**src/rtl/mult_rr_arbiter_pkg.sv**
```systemverilog
// Shared constants for the multiplier round-robin arbiter: FSM state
// encoding and datapath widths.
package mult_rr_arbiter_pkg;

  localparam int OPND_W = 8;
  localparam int PROD_W = 15;

  localparam logic [1:0] IDLE  = 2'd0;
  localparam logic [1:0] ISSUE = 2'd1;
  localparam logic [1:0] WAIT  = 2'd2;
  localparam logic [1:0] RESP  = 2'd3;

endpackage

```
**src/rtl/mult_rr_arbiter_rr_pick2.sv**
```systemverilog
// Two-way round-robin pick. When both requesters are active the one that
// did not win last time is chosen; otherwise the single active one wins.
// winner: 0 = requester 0, 1 = requester 1. any: at least one request.
module rr_pick2 (
  input  logic req0,
  input  logic req1,
  input  logic last,
  output logic winner,
  output logic any
);

  assign any    = req0 | req1;
  assign winner = (req0 & req1) ? ~last : req1;

endmodule

```
**src/rtl/mult_rr_arbiter.sv**
```systemverilog
// Shares one shift-add multiplier between two requesters. Round-robin grant,
// operand latch, one-cycle start, wait for a fresh done, capture product and
// sign, one-cycle response pulse to the owner.
// Optional ARB_TIMEOUT_EN: abort a WAIT that exceeds TIMEOUT cycles and
// answer with rsp_err=1 and a zero result.
//
// state | meaning
// IDLE  | no transaction; arbitrate and latch winner operands
// ISSUE | one-cycle m_start; arm stale-done filter and wait timer
// WAIT  | wait for m_done rising after having seen it low
// RESP  | one-cycle rsp_valid for the owner, then release grant
module mult_rr_arbiter
  import mult_rr_arbiter_pkg::*;
#(
  parameter int TIMEOUT = 64,
  parameter int CNT_W   = 7
) (
  input  logic              clk,
  input  logic              rst,
  input  logic              req0,
  input  logic [OPND_W-1:0] a0,
  input  logic [OPND_W-1:0] b0,
  input  logic              req1,
  input  logic [OPND_W-1:0] a1,
  input  logic [OPND_W-1:0] b1,
  output logic              gnt0,
  output logic              gnt1,
  output logic              rsp_valid0,
  output logic              rsp_valid1,
  output logic [PROD_W-1:0] rsp_product,
  output logic              rsp_sign,
  output logic              rsp_err,
  output logic              busy,
  output logic              m_start,
  output logic [OPND_W-1:0] m_multiplicand,
  output logic [OPND_W-1:0] m_multiplier,
  input  logic              m_done,
  input  logic [PROD_W-1:0] m_product,
  input  logic              m_sign
);

  if ((2 ** CNT_W) <= TIMEOUT) begin : g_cnt_w_check
    $error("CNT_W too narrow for TIMEOUT");
  end

  logic [1:0] state;
  logic       last;
  logic       seen_low;
  logic       pick_winner;
  logic       pick_any;
  logic       capture;
  logic       timeout_hit;

  rr_pick2 u_pick (
    .req0   (req0),
    .req1   (req1),
    .last   (last),
    .winner (pick_winner),
    .any    (pick_any)
  );

  // A done only counts once it has been observed low in this transaction,
  // so a level left high by the previous operation is not taken as ours.
  assign capture = m_done & seen_low;

  assign m_start    = (state == ISSUE);
  assign busy       = (state != IDLE);
  assign rsp_valid0 = (state == RESP) & gnt0;
  assign rsp_valid1 = (state == RESP) & gnt1;

`ifdef ARB_TIMEOUT_EN
  logic [CNT_W-1:0] wait_cnt;

  // Down-counter loaded at ISSUE; terminal count in WAIT without a capture aborts.
  always_ff @(posedge clk or posedge rst) begin
    if (rst)
      wait_cnt <= '0;
    else if (state == ISSUE)
      wait_cnt <= CNT_W'(TIMEOUT - 1);
    else if ((state == WAIT) && (wait_cnt != '0))
      wait_cnt <= wait_cnt - CNT_W'(1);
  end

  assign timeout_hit = (wait_cnt == '0) & ~capture;

  // Error flag accompanies each response: set on abort, cleared on capture.
  always_ff @(posedge clk or posedge rst) begin
    if (rst)
      rsp_err <= 1'b0;
    else if ((state == WAIT) && capture)
      rsp_err <= 1'b0;
    else if ((state == WAIT) && timeout_hit)
      rsp_err <= 1'b1;
  end
`else
  assign timeout_hit = 1'b0;
  assign rsp_err     = 1'b0;
`endif

  // Arbitration FSM with grant, last-winner and operand latches.
  always_ff @(posedge clk or posedge rst) begin
    if (rst) begin
      state          <= IDLE;
      last           <= 1'b1;
      gnt0           <= 1'b0;
      gnt1           <= 1'b0;
      m_multiplicand <= '0;
      m_multiplier   <= '0;
    end else begin
      case (state)
        IDLE: begin
          if (pick_any) begin
            gnt0           <= ~pick_winner;
            gnt1           <= pick_winner;
            last           <= pick_winner;
            m_multiplicand <= pick_winner ? a1 : a0;
            m_multiplier   <= pick_winner ? b1 : b0;
            state          <= ISSUE;
          end
        end
        ISSUE: state <= WAIT;
        WAIT: begin
          if (capture || timeout_hit)
            state <= RESP;
        end
        RESP: begin
          gnt0  <= 1'b0;
          gnt1  <= 1'b0;
          state <= IDLE;
        end
        default: state <= IDLE;
      endcase
    end
  end

  // Stale-done filter: cleared at ISSUE, set once m_done is seen low in WAIT.
  always_ff @(posedge clk or posedge rst) begin
    if (rst)
      seen_low <= 1'b0;
    else if (state == ISSUE)
      seen_low <= 1'b0;
    else if ((state == WAIT) && !m_done)
      seen_low <= 1'b1;
  end

  // Result registers hold between responses for the display path.
  always_ff @(posedge clk or posedge rst) begin
    if (rst) begin
      rsp_product <= '0;
      rsp_sign    <= 1'b0;
    end else if (state == WAIT) begin
      if (capture) begin
        rsp_product <= m_product;
        rsp_sign    <= m_sign;
      end else if (timeout_hit) begin
        rsp_product <= '0;
        rsp_sign    <= 1'b0;
      end
    end
  end

endmodule

```
**config.mk**
```make
export PLATFORM = sky130hd
export DESIGN_NAME = mult_rr_arbiter
export DESIGN_NICKNAME = d
export VERILOG_FILES = /design/src/rtl/mult_rr_arbiter_pkg.sv /design/src/rtl/mult_rr_arbiter_rr_pick2.sv /design/src/rtl/mult_rr_arbiter.sv
export SDC_FILE = /design/constraint.sdc
export NUM_CORES = 1
export LEC_CHECK = 0
export ABC_AREA = 1
export CAP_MARGIN = 20
export CELL_PAD_IN_SITES_DETAIL_PLACEMENT = 1
export CELL_PAD_IN_SITES_GLOBAL_PLACEMENT = 1
export CORE_ASPECT_RATIO = 0.9
export CORE_UTILIZATION = 32
export CTS_CLUSTER_SIZE = 25
export DETAILED_ROUTE_END_ITERATION = 16
export PLACE_DENSITY = 0.82
export SYNTH_ARGS = -nofsm -noshare
export SYNTH_HDL_FRONTEND = slang
export SYNTH_SLANG_ARGS = --single-unit
export TNS_END_PERCENT = 20
```
**constraint.sdc**
```tcl
create_clock -name clk -period 3.4 [get_ports clk]
set_input_delay 0.51 -clock clk [delete_from_list [all_inputs] [get_ports clk]]
set_output_delay 0.51 -clock clk [all_outputs]
set_load 0.05 [all_outputs]
```
After elaboration in Yosys (flattened, before gate mapping). Index checks and enable logic that the tools add are counted.

Muxes and demuxes: 12. Equality and inequality tests: 5. Reduce and logical (&&, ||, !) cells: 10. Bitwise operators: 7.

Operators with widths (count): 8-bit two-way mux (2); 2-bit one-hot mux with 4 select lines (1); 2-bit AND reduction (4); 2-bit nonzero test (3); 1-bit two-way mux (5); 1-bit bitwise AND (4); 2-bit == test, second input constant (2); 2-bit two-way mux (2); 2-bit != test, second input constant (2); 1-bit one-hot mux with 2 select lines (2); 2-bit by 1-bit == test with 1-bit output, second input constant (1); 2-bit logical NOT (1); 1-bit NOT (2); 1-bit logical AND (1); 1-bit logical NOT (1); 1-bit OR (1).

Register bits after elaboration: 38. Word-level logic and storage cells: 43. Output and inout bits: 39. Input bits: 53.

Longest topological paths before layout. Gate-level depths: netlist of the first run.

Depth in word-level cells: 5. Gate-level depth with buffers: 7. Depth with buffers taken out: 6.

By module. A second synthesis of the first run with hierarchy kept.

Cells, all modules: 243. Area, all modules: 1984.4 µm².

By module, submodules not included: mult_rr_arbiter (instances 1, area each 1969.4 µm², seq. area each 952.2 µm², cells each 240); rr_pick2 (instances 1, area each 15.0 µm², seq. area each 0.0 µm², cells each 3).

Worst setup path after synthesis of the first run. No wires, ideal clock.

Path type: register -> output. Start point: register gnt0. End point: output port rsp_valid0. Data required time: 2.890 ns. Buffers on the path: 0. Arrival: 1.036 ns. Setup slack: 1.854 ns. Stages on the path, launching flop included: 3. Cell sequence: dfrtp_1 > nand2_1 > inv_1.

Word-level cells in the longest chain between the ends: 1.

RTL lines: start, declared (line mult_rr_arbiter.sv:26) `output logic gnt0,`; start signal, assigned (line mult_rr_arbiter.sv:113) `gnt0 <= ~pick_winner;`; 1-bit bitwise AND (line mult_rr_arbiter.sv:68) `assign rsp_valid0 = (state == RESP) & gnt0;`; end, declared (line mult_rr_arbiter.sv:28) `output logic rsp_valid0,`.

No other way between the ends.

Final worst setup path of the first run.
Start point: register state[0]. End point: output port busy.

Word-level cells in the longest chain between the ends: 1.

RTL lines: start, declared (line mult_rr_arbiter.sv:46) `logic [1:0] state;`; start signal, assigned (line mult_rr_arbiter.sv:103) `state <= IDLE;`; start signal, assigned (line mult_rr_arbiter.sv:118) `state <= ISSUE;`; start signal, assigned (line mult_rr_arbiter.sv:121) `ISSUE: state <= WAIT;`; 2-bit nonzero test (line mult_rr_arbiter.sv:67) `assign busy = (state != IDLE);`; end, declared (line mult_rr_arbiter.sv:33) `output logic busy,`.

No other way between the ends.

==> flow_summary_export.csv, run 1 <==
group,metric,value,unit
grt,antenna_found_initial,0,
synthesis,yosys_register_bits,38,
floorplanning,start_util,0.336,
flow_run,maxCapViolCount,0,
grt,grt_pass1_vias,1938,
clock_tree,insertion_delay,0.30,ns
drt,drt_iter0_markers,94,
worst_setup_path,crit_path_end_kind,"output port",
grt,grt.overflow.total,0,
grt,grt_use_total,0.183,
timing,hold_viol_final,0,
floorplanning,placementRows,27,
floorplanning,io_pins,92,
min_path,min_to,"rsp_product[6]",
timing,finalCritPeriodShare,0.762,
layout,area_delta_synth_final,48.6,%
worst_setup_path,worstSetupPathType,"flip-flop to output port",
drt,dr.pass1.iters,4,
worst_setup_path,start_kind,"flip-flop",
outcome,status,"completed",
timing,slew-limit-headroom,0.320,
synthesis,ys_types,26,
synthesis,synthCells,255,
drt,drc,0,
clock_tree,clk_pin_slew,0.08,ns
synthesis,netlist_area,2080,sq um
worst_setup_path,critPathArrivalTime,2.08,ns
grt,grt_max_degree,33,
timing,tightest_slew,1.02,ns
layout,antenna_cells,0,
worst_setup_path,reg2regPathDepth,4,
floorplanning,die_y,78.5,um
clock_tree,cts_max_path_buffers,2,
drt,viasPerCell,4.45,
clock_tree,cts_setup_buffers,0,
min_path,worstHoldStart,"rsp_product[6]",
placed_design,place_congestion,0.711,
power,vdd_ir_drop_max,0.620,mV
floorplanning,core,6180,sq um
synthesis,yosysSeqAreaShare,0.458,
worst_setup_path,reg2reg_from,"state[0]",
grt,grt_pass1_wl,9530,um
timing,setup_tns,0,ns
synthesis,avgSynthCellArea,8.15,sq um
timing,skew,0.00941,ns
worst_setup_path,required,2.89,ns
clock_tree,cts.repair.resized,0,
power,p_leak,0.00158,uW
layout,utilization,0.500,
placed_design,port_buffers,90,
min_path,hold_class,"flip-flop to flip-flop",
synthesis,yosys_warnings,0,
clock_tree,cts_hold_buf,0,
timing,period_needed,2.59,ns
timing,finalMaxSlewViolations,0,
drt,antenna_left,0,
layout,drive_above_1_share,0.105,
layout,num-nets-final,402,
power,power_density,954,nW/um^2
power,power,2950,uW
synthesis,netlist.area_leader.share,0.446,
timing,grt_setup_unrepaired,"false",
floorplanning,die_area,6820,sq um
clock_tree,cts-htree-levels,2,
worst_setup_path,regToRegSetupSlack,1.24,ns
timing,final-setup-viol-count,0,
drt,wl,5740,um
clock_tree,cts_tree,"yes",
worst_setup_path,worstPathMaxFanout,5,
synthesis,synth_fp_nets,314,
timing,fmax,386,MHz
synthesis,synth.largest_area_cell,"dfrtp_1",
synthesis,synth_area_leaders,"dfrtp_1 (45%), nand2_1 (13%), inv_1 (9.9%)",
worst_setup_path,r2r_end,"rsp_product[9]",
clock_tree,cts-root-buf,"clkbuf_8",
drt,vias,1918,
clock_tree,cts_buffers,5,
floorplanning,die_w,86.9,um
clock_tree,clock-sinks,38,
drt,wire_per_inst,13.3,um
placed_design,dp_hpwl,4330,um
min_path,holdPathStages,2,
area by class of cell:
class | instances | area [sq um]
inverter | 56 | 210
tap | 87 | 109
clock buffer | 6 | 82.6
sequential | 38 | 952
timing repair buffer | 92 | 916
fill | 745 | 3090
multi-input combinational | 150 | 807
clock inverter | 2 | 12.5
cell usage after synthesis:
library cell,count
ha_1,6
nand2_4,1
nor2_8,1
o21ai_0,16
conb_1,1
buf_2,2
inv_2,1
inv_1,55
nand3_2,10
buf_12,2
nor2_2,1
clkbuf_1,1
nand4_1,1
nand2_1,70
clkbuf_8,1
nor2_1,3
o21ai_1,1
nand2_2,8
dfstp_2,1
nand2_8,1
buf_6,1
or2_2,1
dfrtp_1,37
buf_4,4
nand3_1,28
o21ai_2,1
cell usage in the layout (no fill, tap or decap):
| master | count |
|---|---|
| nand2_2 | 8 |
| nand2_1 | 70 |
| nor2_8 | 1 |
| ha_1 | 6 |
| o21ai_2 | 1 |
| clkdlybuf4s50_1 | 90 |
| dfrtp_1 | 37 |
| nand2_4 | 1 |
| clkinv_2 | 1 |
| clkbuf_8 | 6 |
| nor2_2 | 1 |
| nand4_1 | 1 |
| nand2_8 | 1 |
| clkinvlp_4 | 1 |
| nand3_2 | 10 |
| inv_2 | 1 |
| nand3_1 | 28 |
| inv_1 | 54 |
| conb_1 | 1 |
| dfstp_2 | 1 |
| buf_4 | 2 |
| clkinv_1 | 1 |
| o21ai_1 | 1 |
| or2_2 | 1 |
| nor2_1 | 3 |
| o21ai_0 | 16 |
report_power, final:
group	internal, uW	leakage (uW)	switching [uW]
logic	594	0.00107	1200
clock network	163	0.0000472	168
registers	674	0.000469	142
worst max path at each step:
stage | cells after the start | to | slack (ns) | startpoint
6_report | 4 | busy | 0.81 | state[0]
2_1_floorplan | 2 | rsp_valid0 | 1.85 | gnt0
5_1_grt | 4 | busy | 0.74 | state[0]
3_5_place_dp | 3 | rsp_product[9] | 1.02 | m_done
4_1_cts | 4 | busy | 0.78 | state[0]
3_3_place_gp | 4 | busy | 1.14 | state[0]
critical path, cell delays in order (launching register included):
cell and delay, ns:
dfrtp_1 0.44, inv_1 0.11, ha_1 0.27, inv_2 0.14, clkdlybuf4s50_1 0.82
registers in the layout, summed over array words and instances (netlist names):
register / cells
rsp_product: 15
m_multiplicand: 8
m_multiplier: 8
state: 2
gnt0: 1
gnt1: 1
last: 1
rsp_sign: 1
seen_low: 1
kinds of logic (layout without fill, tap and decap cells):
family          after synthesis  after routing  synth area share
compound gates               18             18            0.0452
fa+ha+maj                     6              6            0.0361
buf+inv                      67            156             0.154
flops                        38             38             0.458
other cells                   1              1           0.00180
simple gates                125            125             0.305
metrics by stage:
| step | worst slack (ns) | hold WS [ns] | instances | area, sq um |
|---|---|---|---|---|
| 2_1_floorplan | 1.85 | 0.471 | 255 | 2080 |
| 3_3_place_gp | 1.14 | 0.465 | 423 | 2990 |
| 3_5_place_dp | 1.02 | 0.473 | 423 | 2990 |
| 4_1_cts | 0.776 | 0.493 | 431 | 3090 |
| 5_1_grt | 0.736 | 0.518 | 431 | 3090 |
| 6_report | 0.808 | 0.487 | 431 | 3090 |
layer usage:
| metal | vias to the layer above | share of wire | global-route usage |
|---|---|---|---|
| li1 | 936 | - | - |
| met1 | 909 | 0.44 | 0.241 |
| met2 | 64 | 0.49 | 0.294 |
| met3 | 9 | 0.053 | 0.0358 |
| met4 | 0 | 0.021 | 0.0733 |
| met5 | - | 0 | 0 |
Note: power is estimated with default switching activity, not from simulation.
==> inputs of run 2 (changes only) <==
--- a/config.mk
+++ b/config.mk
@@ -10,10 +10,10 @@
 export CELL_PAD_IN_SITES_DETAIL_PLACEMENT = 1
 export CELL_PAD_IN_SITES_GLOBAL_PLACEMENT = 1
 export CORE_ASPECT_RATIO = 0.9
-export CORE_UTILIZATION = 32
+export CORE_UTILIZATION = 27
 export CTS_CLUSTER_SIZE = 25
 export DETAILED_ROUTE_END_ITERATION = 16
-export PLACE_DENSITY = 0.82
+export PLACE_DENSITY = 0.73
 export SYNTH_ARGS = -nofsm -noshare
 export SYNTH_HDL_FRONTEND = slang
 export SYNTH_SLANG_ARGS = --single-unit
==> constraint.sdc (replaced) <==
create_clock -name clk -period 2.3 [get_ports clk]
set_input_delay 0.345 -clock clk [delete_from_list [all_inputs] [get_ports clk]]
set_output_delay 0.345 -clock clk [all_outputs]
set_load 0.05 [all_outputs]
==> run 2 against run 1 <==
First-iteration DRC count shrank 44%. Count of clock-buffer cells in the layout grew 1. Critical path depth shrank 1. Via count shrank 2.4%. Clock skew shrank 0.0051 ns. Register-to-register slack lost 0.48 ns. Utilization shrank 7.0 points. Cell area grew 1.0%. Sequential cell count is the same. Non-clock buffer count grew 4. Sequential power grew 47%. Clock power grew 43%. Highest routed layer unchanged.
==> flow_summary_export.csv, run 2 (same netlist as run 1, synthesis figures left out) <==
group,metric,value,unit
timing,setup_tns,0,ns
layout,area_delta_synth_final,50.2,%
placed_design,dp_hpwl,4270,um
floorplanning,placementRows,29,
grt,grt_pass1_vias,1927,
drt,wire_per_inst,13.1,um
worst_setup_path,r2r_end,"m_multiplier[0]",
layout,reg.largest.list,"rsp_product x15, m_multiplicand x8, m_multiplier x8",
timing,tightest_slew,0.542,ns
worst_setup_path,start_kind,"flip-flop",
clock_tree,cts_hold_buf,0,
worst_setup_path,startpoint,"state[1]",
worst_setup_path,required,1.96,ns
layout,final_cell_mix,"clkdlybuf4s50_1 (89), nand2_1 (70), inv_1 (54)",
worst_setup_path,crit_path_end,"m_start",
timing,finalCritPeriodShare,0.951,
timing,slew-limit-headroom,0.637,
floorplanning,die_area,8050,sq um
flow_run,maxCapViolCount,0,
drt,dr.pass1.iters,4,
clock_tree,cts_setup_buffers,0,
placed_design,port_buffers,90,
layout,drive_above_1_share,0.115,
grt,grt_use_total,0.152,
layout,largest_reg_flops,15,
worst_setup_path,reg2regPathDepth,6,
grt,antenna_found_initial,0,
drt,drc,0,
clock_tree,cts_max_path_buffers,2,
clock_tree,cts_buffers,5,
layout,final_common_cell,"clkdlybuf4s50_1",
drt,viasPerCell,4.24,
floorplanning,io_pins,92,
timing,hold_viol_final,0,
timing,holdWs,0.478,ns
timing,grt_setup_unrepaired,"false",
power,vdd_ir_drop_max,0.636,mV
clock_tree,clk_pin_slew,0.07,ns
drt,antenna_left,0,
clock_tree,cts.repair.resized,0,
worst_setup_path,worstSetupPathType,"flip-flop to output port",
drt,wl,5780,um
timing,finalMaxSlewViolations,0,
worst_setup_path,reg2reg_from,"state[0]",
floorplanning,core,7260,sq um
placed_design,post-place-cells,433,
placed_design,place_congestion,0.750,
layout,antenna_cells,0,
power,power_density,1400,nW/um^2
power,p_leak,0.00160,uW
power,power,4380,uW
floorplanning,start_util,0.286,
worst_setup_path,critPathArrivalTime,1.84,ns
clock_tree,clock-sinks,38,
clock_tree,cts_tree,"yes",
grt,grt.overflow.total,0,
drt,vias,1872,
floorplanning,die_w,94.5,um
timing,fmax,457,MHz
min_path,hold_class,"input pin to async pin",
drt,drt_iter0_markers,53,
timing,skew,0.00431,ns
grt,grt_pass1_wl,9430,um
layout,fin_cells,441,
layout,num-nets-final,406,
outcome,status,"completed",
clock_tree,insertion_delay,0.29,ns
timing,period_needed,2.19,ns
floorplanning,die_y,85.2,um
worst_setup_path,worstPathMaxFanout,5,
grt,grt_max_degree,39,
worst_setup_path,regToRegSetupSlack,0.76,ns
worst_setup_path,crit_path_end_kind,"output port",
clock_tree,cts-root-buf,"clkbuf_8",
timing,final-setup-viol-count,0,
layout,largest-register,"rsp_product",
clock_tree,cts-htree-levels,2,
-- run 2: cell count changes in the layout (fill, tap and decap cells not counted), sizes merged --
cell | before | now
clkdlybuf4s50 | 90 | 89
clkbuf | 6 | 7
clkinvlp | 1 | 0
buf | 2 | 7
-- run 2: where the power goes --
part / switching [uW] / internal, uW / total (uW)
registers: 204 / 997 / 1200
logic: 1800 / 898 / 2700
clock network: 232 / 242 / 474
-- run 2: final cells by class --
type	count	area, sq um
fillers	889	4140
clock inverters	1	5.00
flip-flops and latches	38	952
clock buffers	7	86.3
inverters	56	210
multi-input cells	150	807
well taps	93	116
repair buffers	96	943
-- run 2: metrics by stage --
step                       util  instance area [sq um]  setup slack, ns
after floorplan               -                   2080            0.865
after detailed placement  0.417                   3030            0.433
after global routing      0.430                   3120           0.0236
after CTS                 0.430                   3120           0.0784
final                     0.430                   3120            0.112
after global placement    0.417                   3030            0.455
-- run 2: how the worst min path moves through the flow --
stage,from,end,slack [ns],cells after the start
floorplan,last,last,0.47,2
detailed placement,m_multiplier[2],m_multiplier[2],0.47,2
CTS,m_multiplier[2],m_multiplier[2],0.49,2
global placement,m_multiplier[5],m_multiplier[5],0.46,2
finish,rst,rsp_product[5],0.48,3
global route,rsp_product[0],rsp_product[0],0.51,2
-- run 2: metal layers --
layer	GRT usage	share of wire	vias up
li1	-	-	945
met4	0.0372	0.011	0
met3	0.0287	0.049	6
met1	0.203	0.47	871
met2	0.252	0.47	50
met5	0	0	-
-- run 2: critical path: stages, from the launching register on --
cell and delay (ns):
dfrtp_1 0.43, inv_1 0.12, ha_1 0.19, clkdlybuf4s50_1 0.81
==> inputs of run 3 (changes only) <==
--- a/config.mk
+++ b/config.mk
@@ -10,10 +10,11 @@
 export CELL_PAD_IN_SITES_DETAIL_PLACEMENT = 1
 export CELL_PAD_IN_SITES_GLOBAL_PLACEMENT = 1
 export CORE_ASPECT_RATIO = 0.9
-export CORE_UTILIZATION = 27
+export CORE_UTILIZATION = 32
+export CTS_CLUSTER_DIAMETER = 50
 export CTS_CLUSTER_SIZE = 25
 export DETAILED_ROUTE_END_ITERATION = 16
-export PLACE_DENSITY = 0.73
+export PLACE_DENSITY = 0.82
 export SYNTH_ARGS = -nofsm -noshare
 export SYNTH_HDL_FRONTEND = slang
 export SYNTH_SLANG_ARGS = --single-unit
==> constraint.sdc (replaced) <==
create_clock -name clk -period 2.8 [get_ports clk]
set_input_delay 0.42 -clock clk [delete_from_list [all_inputs] [get_ports clk]]
set_output_delay 0.42 -clock clk [all_outputs]
set_load 0.05 [all_outputs]
==> run 3 against run 2 <==
Clock power is 3% lower. Critical path depth is 1 higher. Total power is 17% lower. Global-route usage is 2.4 points higher. Cell area hardly changed. Sequential power is 18% lower. Die area is 15% lower. Cell count is 1.8% lower. Register-to-register slack better by 0.49 ns. Count of clock-buffer cells in the layout is 2 lower. Combinational power is 18% lower. Sequential cell count stayed put.
==> flow_summary_export.csv, run 3 (same netlist as run 1, synthesis figures left out) <==
group,metric,value,unit
drt,wire_per_inst,13.0,um
clock_tree,cts-root-buf,"clkbuf_8",
timing,holdWs,0.486,ns
floorplanning,io_pins,92,
drt,dr.pass1.iters,4,
placed_design,dp_hpwl,4280,um
flow_run,maxCapViolCount,0,
clock_tree,cts_tree,"yes",
worst_setup_path,cp_cell_sequence,"inv_1 -> ha_1 -> inv_2 -> clkdlybuf4s50_1",
clock_tree,cts_setup_buffers,0,
clock_tree,cts.repair.resized,0,
worst_setup_path,worst_path_max_delay_cell,"clkdlybuf4s50_1",
timing,period_needed,2.48,ns
drt,viasPerCell,4.36,
drt,drt_iter0_markers,92,
layout,final_cell_mix,"clkdlybuf4s50_1 (90), nand2_1 (70), inv_1 (54)",
timing,tightest_slew,0.838,ns
timing,skew,0.00871,ns
layout,num-fill-cells,758,
grt,grt_pass1_wl,9210,um
clock_tree,cts_buffers,5,
grt,grt_use_total,0.175,
timing,fmax,404,MHz
timing,finalMaxSlewViolations,0,
floorplanning,die_area,6820,sq um
layout,utilization,0.504,
drt,antenna_left,0,
clock_tree,clock-sinks,38,
floorplanning,placementRows,27,
floorplanning,start_util,0.336,
layout,reg.largest.list,"rsp_product x15, m_multiplicand x8, m_multiplier x8",
clock_tree,insertion_delay,0.29,ns
grt,grt_pass1_vias,1925,
worst_setup_path,start_kind,"flip-flop",
layout,drive_above_1_share,0.110,
grt,grt_max_degree,33,
timing,setup_tns,0,ns
outcome,status,"completed",
drt,drc,0,
placed_design,place_congestion,0.767,
worst_setup_path,crit_buf_inv,3,
placed_design,port_buffers,90,
power,p_leak,0.00160,uW
grt,grt.overflow.total,0,
worst_setup_path,cpPeakStageDelay,0.82,ns
worst_setup_path,required,2.38,ns
layout,area_delta_synth_final,50.0,%
floorplanning,core,6180,sq um
layout,antenna_cells,0,
layout,largest_reg_flops,15,
layout,largest-register,"rsp_product",
clock_tree,cts_hold_buf,0,
power,vdd_ir_drop_max,0.547,mV
clock_tree,clk_pin_slew,0.07,ns
layout,final_common_cell,"clkdlybuf4s50_1",
drt,vias,1889,
floorplanning,die_y,78.5,um
worst_setup_path,critPathTopFamily,"buffers and inverters",
layout,num-nets-final,404,
floorplanning,die_w,86.9,um
timing,final-setup-viol-count,0,
min_path,hold_class,"flip-flop to flip-flop",
worst_setup_path,worstPathMaxFanout,5,
drt,wl,5640,um
worst_setup_path,crit_path_end_kind,"output port",
power,power_density,1170,nW/um^2
timing,grt_setup_unrepaired,"false",
timing,finalCritPeriodShare,0.884,
clock_tree,cts-htree-levels,2,
worst_setup_path,critPathArrivalTime,2.06,ns
worst_setup_path,worstSetupPathType,"flip-flop to output port",
grt,antenna_found_initial,0,
clock_tree,cts_max_path_buffers,2,
timing,slew-limit-headroom,0.438,
timing,hold_viol_final,0,
-- run 3: cell types whose count changed in the layout (fill, tap and decap cells not counted) --
cell / previous run / this run
clkbuf_1: 1 / 0
clkdlybuf4s50_1: 89 / 90
clkinv_2: 1 / 2
bufinv_16: 0 / 1
clkbuf_8: 6 / 5
buf_4: 7 / 4
-- run 3: worst paths after layout --
path | slack [ns] | endpoint | start | cells after the start
max in group asynchronous | 1.63 | state[0] | rst | 3
min | 0.49 | rsp_sign | rsp_sign | 2
max reg2reg | 1.25 | m_multiplicand[3] | state[1] | 6
min in group asynchronous | 0.50 | rsp_product[2] | rst | 2
min reg2reg | 0.49 | rsp_sign | rsp_sign | 2
max | 0.32 | busy | state[0] | 4
-- run 3: layer usage --
metal / part of all wire / global-route usage
met5: 0 / 0
met4: 0.022 / 0.0683
met3: 0.046 / 0.0305
met2: 0.47 / 0.276
met1: 0.46 / 0.239
-- run 3: layout make-up --
cell class,count,area (sq um),share of cell area
Multi-Input combinational cell,150,807,0.259
Clock buffer,5,68.8,0.0221
Timing Repair Buffer,94,931,0.299
Clock inverter,3,40.0,0.0128
Inverter,56,210,0.0674
Tap cell,87,109,0.0349
Sequential cell,38,952,0.305
-- run 3: tightest hold or removal path, stage by stage (launching register included) --
cell     delay [ns]
dfrtp_1        0.34
nand2_1        0.05
o21ai_0        0.06
-- run 3: per-stage QoR --
step / instance area [sq um] / worst slack [ns] / power (uW) / cells
floorplan: 2080 / 1.34 / 2500 / 255
global placement: 3010 / 0.699 / 3170 / 425
detailed placement: 3010 / 0.651 / 3220 / 425
CTS: 3120 / 0.311 / 3700 / 433
global route: 3120 / 0.224 / 3890 / 433
finish: 3120 / 0.324 / 3650 / 433
-- run 3: report_power, final --
part	total [uW]	internal (uW)	switching, uW
combinational	2210	732	1480
clock	461	262	198
sequential	980	818	162
total	3650	1810	1840
